File: src/rtl/clk_time_ctrl_if.sv
// ---------------------------------------------------------------------------
// clk_time_ctrl_if
// Purpose : groups the timekeeping controller's pulse inputs and display
//           outputs into one bundle.
// Signals : ms_tick   - 1 ms tick pulse from the tick counter
//           key_mode  - debounced pulse, advances the user mode
//           key_pause - debounced pulse, toggles run/pause
//           key_inc   - debounced pulse, increments the field being set
//           ms_cnt_en - enable back to the 1 ms tick counter
//           hour/min/sec - current time for the display
//           mode      - 0=RUN, 1=PAUSE, 2=SET_HOUR, 3=SET_MIN
//           blink     - 1 = show the field being set
//           sec_pulse - one-cycle pulse when seconds advance in RUN
// Modports: slave  - the controller (consumes pulses, drives time)
//           master - the surroundings (drive pulses, read time)
// ---------------------------------------------------------------------------
interface clk_time_ctrl_if;
  logic       ms_tick;
  logic       key_mode;
  logic       key_pause;
  logic       key_inc;
  logic       ms_cnt_en;
  logic [4:0] hour;
  logic [5:0] min;
  logic [5:0] sec;
  logic [1:0] mode;
  logic       blink;
  logic       sec_pulse;

  modport slave (
    input  ms_tick, key_mode, key_pause, key_inc,
    output ms_cnt_en, hour, min, sec, mode, blink, sec_pulse
  );

  modport master (
    output ms_tick, key_mode, key_pause, key_inc,
    input  ms_cnt_en, hour, min, sec, mode, blink, sec_pulse
  );
endinterface

File: src/rtl/clk_time_ctrl.sv
// ---------------------------------------------------------------------------
// clk_time_ctrl
// Purpose : timekeeping controller for the digital clock. Divides the 1 ms
//           tick down to seconds, keeps hour/minute/second, sequences the
//           RUN / PAUSE / SET_HOUR / SET_MIN user modes and produces a blink
//           strobe for the field being set.
// Ports   : clk - system clock
//           rst - synchronous active-high reset
//           bus - clk_time_ctrl_if.slave (tick/key pulses in, time out)
// Params  : TICKS_PER_SEC - ms_tick pulses per second
//           BLINK_HALF    - ms_div value at which blink goes low in set modes
//           HOUR_MAX      - hour modulus
// ---------------------------------------------------------------------------
module clk_time_ctrl #(
  parameter int TICKS_PER_SEC = 1000,
  parameter int BLINK_HALF    = 500,
  parameter int HOUR_MAX      = 24
) (
  input  logic             clk,
  input  logic             rst,
  clk_time_ctrl_if.slave   bus
);

  localparam int DIV_W = $clog2(TICKS_PER_SEC);
  localparam logic [DIV_W-1:0] DIV_LAST   = DIV_W'(TICKS_PER_SEC - 1);
  localparam logic [DIV_W-1:0] DIV_BLINK  = DIV_W'(BLINK_HALF);
  localparam logic [4:0]       HOUR_LAST  = 5'(HOUR_MAX - 1);
  localparam logic [5:0]       SIXTY_LAST = 6'd59;

  typedef enum logic [1:0] {
    RUN      = 2'd0,
    PAUSE    = 2'd1,
    SET_HOUR = 2'd2,
    SET_MIN  = 2'd3
  } state_t;

  state_t           state_q;
  state_t           next_state;
  logic [DIV_W-1:0] ms_div_q;
  logic [DIV_W-1:0] ms_div_d;
  logic [4:0]       hour_q;
  logic [5:0]       min_q;
  logic [5:0]       sec_q;
  logic             ms_cnt_en_q;
  logic             blink_q;
  logic             sec_pulse_q;

  logic             state_change;
  logic             advance;
  logic             inc_hour;
  logic             inc_min;
  logic             clear_sec;
  logic             ms_cnt_en_d;
  logic             blink_d;
  logic             sec_wrap;
  logic             min_wrap;

  // Mode register; reset always lands in RUN regardless of key activity.
  always_ff @(posedge clk) begin
    if (rst) begin
      state_q <= RUN;
    end else begin
      state_q <= next_state;
    end
  end

  // Mode sequencing. key_mode is checked first so it wins over key_pause,
  // and the set modes simply have no key_pause branch.
  always_comb begin
    next_state = state_q;
    case (state_q)
      RUN: begin
        if (bus.key_mode)       next_state = SET_HOUR;
        else if (bus.key_pause) next_state = PAUSE;
      end
      PAUSE: begin
        if (bus.key_mode)       next_state = SET_HOUR;
        else if (bus.key_pause) next_state = RUN;
      end
      SET_HOUR: begin
        if (bus.key_mode)       next_state = SET_MIN;
      end
      SET_MIN: begin
        if (bus.key_mode)       next_state = RUN;
      end
      default: next_state = RUN;
    endcase
  end

  // Per-cycle control decoded from the current mode. The time advance and
  // the field increments look at the current mode only, so a key arriving
  // in the same cycle never suppresses them. ms_div clears on any mode
  // change, which also makes a freshly entered set mode start with the
  // field visible. Enable and blink are derived from the mode being
  // entered so their registers line up with the new mode.
  always_comb begin
    state_change = (next_state != state_q);
    advance      = (state_q == RUN) && bus.ms_tick && (ms_div_q == DIV_LAST);
    inc_hour     = (state_q == SET_HOUR) && bus.key_inc;
    inc_min      = (state_q == SET_MIN) && bus.key_inc;
    clear_sec    = (state_q == SET_MIN) && bus.key_mode;

    ms_div_d = ms_div_q;
    if (state_change) begin
      ms_div_d = '0;
    end else if (bus.ms_tick && (state_q != PAUSE)) begin
      ms_div_d = (ms_div_q == DIV_LAST) ? '0 : ms_div_q + DIV_W'(1);
    end

    ms_cnt_en_d = (next_state != PAUSE);

    blink_d = 1'b1;
    if ((next_state == SET_HOUR) || (next_state == SET_MIN)) begin
      blink_d = (ms_div_d < DIV_BLINK);
    end
  end

  // Millisecond divider plus the registered enable/strobe outputs.
  always_ff @(posedge clk) begin
    if (rst) begin
      ms_div_q    <= '0;
      ms_cnt_en_q <= 1'b0;
      blink_q     <= 1'b1;
      sec_pulse_q <= 1'b0;
    end else begin
      ms_div_q    <= ms_div_d;
      ms_cnt_en_q <= ms_cnt_en_d;
      blink_q     <= blink_d;
      sec_pulse_q <= advance;
    end
  end

  // Carry chain: all wraps resolve in the same cycle as the triggering tick.
  assign sec_wrap = (sec_q == SIXTY_LAST);
  assign min_wrap = (min_q == SIXTY_LAST);

  // Time registers. Running advance and manual set increments can never
  // coincide since they belong to different modes. Leaving SET_MIN zeroes
  // the seconds so the set time starts on a whole minute.
  always_ff @(posedge clk) begin
    if (rst) begin
      hour_q <= '0;
      min_q  <= '0;
      sec_q  <= '0;
    end else begin
      if (clear_sec) begin
        sec_q <= '0;
      end else if (advance) begin
        sec_q <= sec_wrap ? 6'd0 : sec_q + 6'd1;
      end

      if (advance && sec_wrap) begin
        min_q <= min_wrap ? 6'd0 : min_q + 6'd1;
        if (min_wrap) begin
          hour_q <= (hour_q == HOUR_LAST) ? 5'd0 : hour_q + 5'd1;
        end
      end else if (inc_min) begin
        min_q <= min_wrap ? 6'd0 : min_q + 6'd1;
      end

      if (inc_hour) begin
        hour_q <= (hour_q == HOUR_LAST) ? 5'd0 : hour_q + 5'd1;
      end
    end
  end

  assign bus.ms_cnt_en = ms_cnt_en_q;
  assign bus.hour      = hour_q;
  assign bus.min       = min_q;
  assign bus.sec       = sec_q;
  assign bus.mode      = state_q;
  assign bus.blink     = blink_q;
  assign bus.sec_pulse = sec_pulse_q;

endmodule

File: src/flat_wrapper.sv
// flat-port wrapper written by rule: the top's interface ports become plain ports
module clk_time_ctrl_flat 
#(
  parameter int TICKS_PER_SEC = 1000,
  parameter int BLINK_HALF    = 500,
  parameter int HOUR_MAX      = 24
)
  (clk, rst, bus_ms_tick, bus_key_mode, bus_key_pause, bus_key_inc, bus_ms_cnt_en, bus_hour, bus_min, bus_sec, bus_mode, bus_blink, bus_sec_pulse);
  clk_time_ctrl_if bus_i ();
  input  logic clk;
  input  logic rst;
  input wire logic [$bits(bus_i.ms_tick)-1:0] bus_ms_tick;
  input wire logic [$bits(bus_i.key_mode)-1:0] bus_key_mode;
  input wire logic [$bits(bus_i.key_pause)-1:0] bus_key_pause;
  input wire logic [$bits(bus_i.key_inc)-1:0] bus_key_inc;
  output wire logic [$bits(bus_i.ms_cnt_en)-1:0] bus_ms_cnt_en;
  output wire logic [$bits(bus_i.hour)-1:0] bus_hour;
  output wire logic [$bits(bus_i.min)-1:0] bus_min;
  output wire logic [$bits(bus_i.sec)-1:0] bus_sec;
  output wire logic [$bits(bus_i.mode)-1:0] bus_mode;
  output wire logic [$bits(bus_i.blink)-1:0] bus_blink;
  output wire logic [$bits(bus_i.sec_pulse)-1:0] bus_sec_pulse;
  assign bus_i.ms_tick = bus_ms_tick;
  assign bus_i.key_mode = bus_key_mode;
  assign bus_i.key_pause = bus_key_pause;
  assign bus_i.key_inc = bus_key_inc;
  assign bus_ms_cnt_en = bus_i.ms_cnt_en;
  assign bus_hour = bus_i.hour;
  assign bus_min = bus_i.min;
  assign bus_sec = bus_i.sec;
  assign bus_mode = bus_i.mode;
  assign bus_blink = bus_i.blink;
  assign bus_sec_pulse = bus_i.sec_pulse;
  clk_time_ctrl #(.TICKS_PER_SEC(TICKS_PER_SEC), .BLINK_HALF(BLINK_HALF), .HOUR_MAX(HOUR_MAX)) u_core (.clk(clk), .rst(rst), .bus(bus_i));
endmodule
File: config.mk
export PLATFORM = sky130hd
export DESIGN_NAME = clk_time_ctrl_flat
export DESIGN_NICKNAME = d
export VERILOG_FILES = /design/src/rtl/clk_time_ctrl_if.sv /design/src/rtl/clk_time_ctrl.sv /design/src/flat_wrapper.sv
export SDC_FILE = /design/constraint.sdc
export NUM_CORES = 1
export LEC_CHECK = 0
export BUFFER_PORTS_ARGS = -buffer_cell sky130_fd_sc_hd__buf_4
export CORE_ASPECT_RATIO = 0.75
export CORE_MARGIN = 5
export CORE_UTILIZATION = 31
export CTS_BUF_LIST = sky130_fd_sc_hd__clkbuf_2
export DETAILED_ROUTE_END_ITERATION = 8
export MAX_ROUTING_LAYER = met4
export SLEW_MARGIN = 20
export SYNTH_ARGS = -nofsm -noshare
export SYNTH_HDL_FRONTEND = slang
export SYNTH_SLANG_ARGS = --single-unit
export TNS_END_PERCENT = 5
File: constraint.sdc
create_clock -name clk -period 3.47 [get_ports clk]
set_input_delay 0.347 -clock clk [delete_from_list [all_inputs] [get_ports clk]]
set_output_delay 0.347 -clock clk [all_outputs]
set_load 0.01 [all_outputs]
* Yosys cells after proc, flatten, opt, wreduce, memory -nomap -nowiden
Index checks and enable logic that the tools add are counted.
** Operators by class
- Shift-type cells :: 0
- Div/mod/pow operators :: 0
- Bitwise logic cells :: 1
- $lt $le $gt $ge :: 1
- Equal/unequal tests :: 12
- Reductions and logical operators :: 15
- Add/subtract/negate cells :: 4
- Multiply operators :: 0
- Multiplexer cells :: 18
** Operators with widths (count)
- 10-bit 2-to-1 mux :: 3
- 6-bit 2-to-1 mux :: 4
- 5-bit 2-to-1 mux :: 4
- 6-bit by 1-bit adder with 6-bit output, second input constant :: 2
- 6-bit equality test, second input constant :: 2
- 2-bit 2-to-1 mux :: 6
- 10-bit by 1-bit adder with 10-bit output, second input constant :: 1
- 10-bit equality test, second input constant :: 1
- 10-bit by 9-bit less-than comparator with 1-bit output, second input constant :: 1
- 2-bit equality test, second input constant :: 4
- 2-bit case mux with 4 select lines :: 1
- 1-bit logical AND :: 7
- 2-bit nonzero test :: 3
- 5-bit by 1-bit adder with 5-bit output, second input constant :: 1
- 5-bit equality test, second input constant :: 1
- 2-bit by 1-bit inequality test with 1-bit output, second input constant :: 2
- 2-bit OR reduction :: 2
- 2-bit by 1-bit equality test with 1-bit output, second input constant :: 1
- 2-bit zero test :: 1
- 2-bit inequality test :: 1
- 2-bit AND reduction :: 1
- 1-bit logical OR :: 1
- 1-bit NOT :: 1
** Storage, ports and cells
- Memory bits (read-only) :: 0
- Word-level logic and storage cells :: 59
- Bits in latches :: 0
- Memory bits (writable) :: 0
- Memories :: 0
- Bits in registers :: 32

* Logic depth before layout (Yosys ltp)
- Depth after elaboration :: 7
- Gate-level depth with buffers :: 6

* Least setup slack after synthesis
No wires, ideal clock.
- Path kind :: register to register
- Start point :: register u_core.state_q[1] (netlist: u_core.bus.mode[1])
- End point :: register u_core.hour_q[3] (netlist: u_core.bus.hour[3])
- Arrival :: 2.046 ns
- Setup time :: 0.070 ns
- Cell stages (with the launch flop) :: 7
- Setup slack :: 1.355 ns
- Period minus slack after synthesis :: 2.115 ns
- Path through :: dfxtp_1 buf_6 or3b_4 nor4_4 a31oi_4 or4_1 a21oi_1
** Between the ends
- Longest elaborated chain between the ends :: 6
- Elaborated cells between the ends (all ways) :: 10
- Classes of those cells :: 1 x eq/ne; 1 x mux; 8 x reduce/logical
** Ends and longest elaborated chain
- start, declared :: RTL line clk_time_ctrl.sv:37 : state_t state_q;
- start signal, assigned :: RTL line clk_time_ctrl.sv:63 : state_q <= next_state;
- 2-bit zero test :: RTL line clk_time_ctrl.sv:98 : advance = (state_q == RUN) && bus.ms_tick && (ms_div_q == DIV_LAST);
- 1-bit logical AND (2 in series) :: RTL line clk_time_ctrl.sv:98
- 1-bit logical AND :: RTL line clk_time_ctrl.sv:152 : if (advance && sec_wrap) begin
- 2-bit nonzero test (no source line)
- 2-bit AND reduction (no source line)
- end signal, assigned :: RTL line clk_time_ctrl.sv:155 : hour_q <= (hour_q == HOUR_LAST) ? 5'd0 : hour_q + 5'd1;
- end signal, assigned :: RTL line clk_time_ctrl.sv:162 : hour_q <= (hour_q == HOUR_LAST) ? 5'd0 : hour_q + 5'd1;
- end, declared :: RTL line clk_time_ctrl.sv:41 : logic [4:0] hour_q;
Parallel ways exist; a longest one is shown, timed or not.
A chain may end at the register's enable or synchronous reset.

* Worst setup path in the final report
- Start point :: register u_core.ms_div_q[0]
- End point :: register u_core.hour_q[3] (netlist: u_core.bus.hour[3])
** Between the ends
- Longest elaborated chain between the ends :: 5
** Ends and longest elaborated chain
- start, declared :: RTL line clk_time_ctrl.sv:39 : logic [DIV_W-1:0] ms_div_q;
- start signal, assigned :: RTL line clk_time_ctrl.sv:126 : ms_div_q <= ms_div_d;
- 10-bit equality test :: RTL line clk_time_ctrl.sv:98
- 1-bit logical AND :: RTL line clk_time_ctrl.sv:98
- 1-bit logical AND :: RTL line clk_time_ctrl.sv:152
- 2-bit nonzero test (no source line)
- 2-bit AND reduction (no source line)
No other way between the ends.

==> out/qor.csv <==
metric,value,unit
ys_async_sr_fraction,0,%
viasPerCell,4.84,
cts_hold_buffers,0,
io_pins,28,
netlist_area,1620,um2
cts_root_buf,clkbuf_2,
tns,0,ps
synth_cell_types,49,
ys.flop_type,dfxtp_1,
hpwlAfterDp,2.63,mm
core_region_area,4980,um2
yosys_register_bits,32,
grt_pass1_wl,5.95,mm
grt_max_degree,19,
crit_path_end_kind,flip-flop,
drt_iter0_markers,133,
fmax,0.425,GHz
setup_violations,0,
clk_pin_slew,180,ps
critPathTopFamily,simple AND/OR/NAND/NOR gates,
rsz0062_at_grt,no,
min_path_type,in2reg,
clk_latency,370,ps
cts_tree,done,
critical_path_arrival,2680,ps
crit_path_start,u_core.ms_div_q[0]$_SDFFE_PP0N_,
syn_nets,192,
cp_cell_sequence,ha_1 > nand3b_1 > nor4_4 > a31oi_4 > or4_1 > a21oi_1,
drive_gt1_share,18.8,%
vias,1378,
start_kind,flip-flop,
endpoint,u_core.bus.hour[3]$_SDFFE_PP0P_,
reg2reg_slack,1120,ps
leakagePower,0.681,nW
syn_inst,182,
hold_viol_final,0,
wl_per_cell,12.2,um
htree_num_levels,2,
cts_sinks,32,
worstMarginPinSlew,748,ps
first_pass_iters,4,
crit_slowest_cell,nor4_4,
timing.rr.start,u_core.ms_div_q[0]$_SDFFE_PP0N_,
finalWirelength,3.48,mm
area_growth,18.4,%
grt_usage,11.4,%
cts_resized,0,
fin_crit_sh,67.8,%
ir_worst_vdd,0.000140,V
cts_made_buffers,5,
filler_cell_count,523,
worst_ep_required_time,3800,ps
max_stage_delay,570,ps
rows,22,
overflow,0,
min_period,2350,ps
reg2reg_depth,6,
drtAntennaViolNets,0,
die-width,93.4,um
layout_commonest_cell,dfxtp_1,
drv_slew,0,
initial_core_util,32.4,%
worst-setup-path-type,reg2reg,
drc,0,
max_cap_violations,0,
mostFrequentLayoutCells,"32 x dfxtp_1, 27 x buf_4, 22 x nor2_1",
nNetsFinal,222,
reg2reg_to,u_core.bus.hour[3]$_SDFFE_PP0P_,
cts_max_path_buffers,2,
max-slew-margin-rel,49.8,%
grt_pass1_vias,1267,
power,0.599,mW
antenna_found_initial,0,
io_buffers,27,
p_per_area,313,nW/um2
dieHeight,72.5,um
path_max_fanout,10,
cts_setup_buffers,0,
ys_seq_area_share,39.7,%
gp_congestion,0.890,
yosysWarnings,0,
diodes,0,
avgSynthCellArea,8.88,um2
dieArea,6770,um2
holdPathStages,3,
critPathBufInv,0,
cp.depth,6,
fin_skew,22.6,ps
synth_edf_count,0,
status,"finished, final reports clean",
-- synthesized netlist by cell type, drive strengths merged, types with 2 or more instances --
cell	instances	share of area [%]
dfxtp	32	40
nor2	22	5.1
xor2	6	3.3
inv	3	0.70
nand3	8	2.5
ha	4	3.1
nand2	19	4.4
buf	3	1.9
o2111ai	2	1.1
nand2b	2	0.77
a41oi	2	1.1
or3	4	1.5
nor4	5	2.9
or4	2	0.93
mux2i	3	1.9
xnor2	8	4.3
nand4	4	1.5
a311oi	3	1.6
nor3	4	1.2
and3b	2	1.1
a31oi	2	1.7
nor2b	2	0.77
o21ai	6	1.9
nor3b	2	0.93
a21oi	12	3.7
-- stage by stage --
stage	cell area, um2	hold slack (ps)	utilization (%)	instances	worst slack (ps)
3_5_place_dp	1870	477	37.6	277	1130
4_1_cts	1910	190	38.4	285	1120
3_3_place_gp	1870	461	37.6	277	1200
5_1_grt	1910	188	38.4	285	906
2_1_floorplan	1620	448	-	182	1350
6_report	1910	216	38.4	285	1120
-- routing by layer --
| layer | part of all wire (%) | global-route usage, % |
|---|---|---|
| met1 | 55 | 16.4 |
| met5 | 0 | - |
| met3 | 5.1 | 3.32 |
| met4 | 2.1 | 5.85 |
| met2 | 38 | 13.9 |
-- state kept, by name, summed over array words and instances (netlist names) --
| signal | count |
|---|---|
| u_core.bus.hour | 5 |
| u_core.bus.blink | 1 |
| u_core.bus.mode | 2 |
| u_core.bus.sec | 6 |
| u_core.bus.sec_pulse | 1 |
| u_core.ms_div_q | 10 |
| u_core.bus.ms_cnt_en | 1 |
| u_core.bus.min | 6 |
-- worst register-to-register path, cell delays in order, from the launching register on --
cell	delay [ps]
dfxtp_1	390
ha_1	280
nand3b_1	200
nor4_4	570
a31oi_4	220
or4_1	530
a21oi_1	130
-- where the power goes --
part / internal, mW / total [mW] / switching (mW) / leakage (nW)
clock: 0.0451 / 0.171 / 0.126 / 0.0302
sequential: 0.373 / 0.379 / 0.00688 / 0.259
combinational: 0.0213 / 0.0485 / 0.0272 / 0.392
-- layout make-up --
type                    instances  area [um2]  area share, %
well taps                      72        90.1           4.71
multi-input cells             143         928           48.6
clock inverters                 3        13.8          0.720
inverters                       3        11.3          0.589
repair buffers                 27         203           10.6
clock buffers                   5        25.0           1.31
flip-flops and latches         32         641           33.5
-- how the worst min path moves through the flow --
stage	startpoint	end	slack [ps]
after floorplan	u_core.ms_div_q[1]$_SDFFE_PP0N_	u_core.ms_div_q[1]$_SDFFE_PP0N_	450
after global placement	u_core.ms_div_q[1]$_SDFFE_PP0N_	u_core.ms_div_q[1]$_SDFFE_PP0N_	460
after detailed placement	u_core.ms_div_q[1]$_SDFFE_PP0N_	u_core.ms_div_q[1]$_SDFFE_PP0N_	480
after CTS	bus_key_mode	u_core.bus.mode[1]$_SDFF_PP0_	190
after global routing	bus_key_mode	u_core.bus.mode[1]$_SDFF_PP0_	190
final	bus_key_mode	u_core.bus.mode[1]$_SDFF_PP0_	220
-- cells by family after synthesis --
kind of cell	after synthesis	share of synthesized area, %
flops	32	39.7
xor+xnor	14	7.59
fa+ha+maj	4	3.10
mux	3	1.86
simple gates	84	27.8
compound gates	38	17.1
buf+inv	7	2.87
Power figures use the tool's default switching activity.
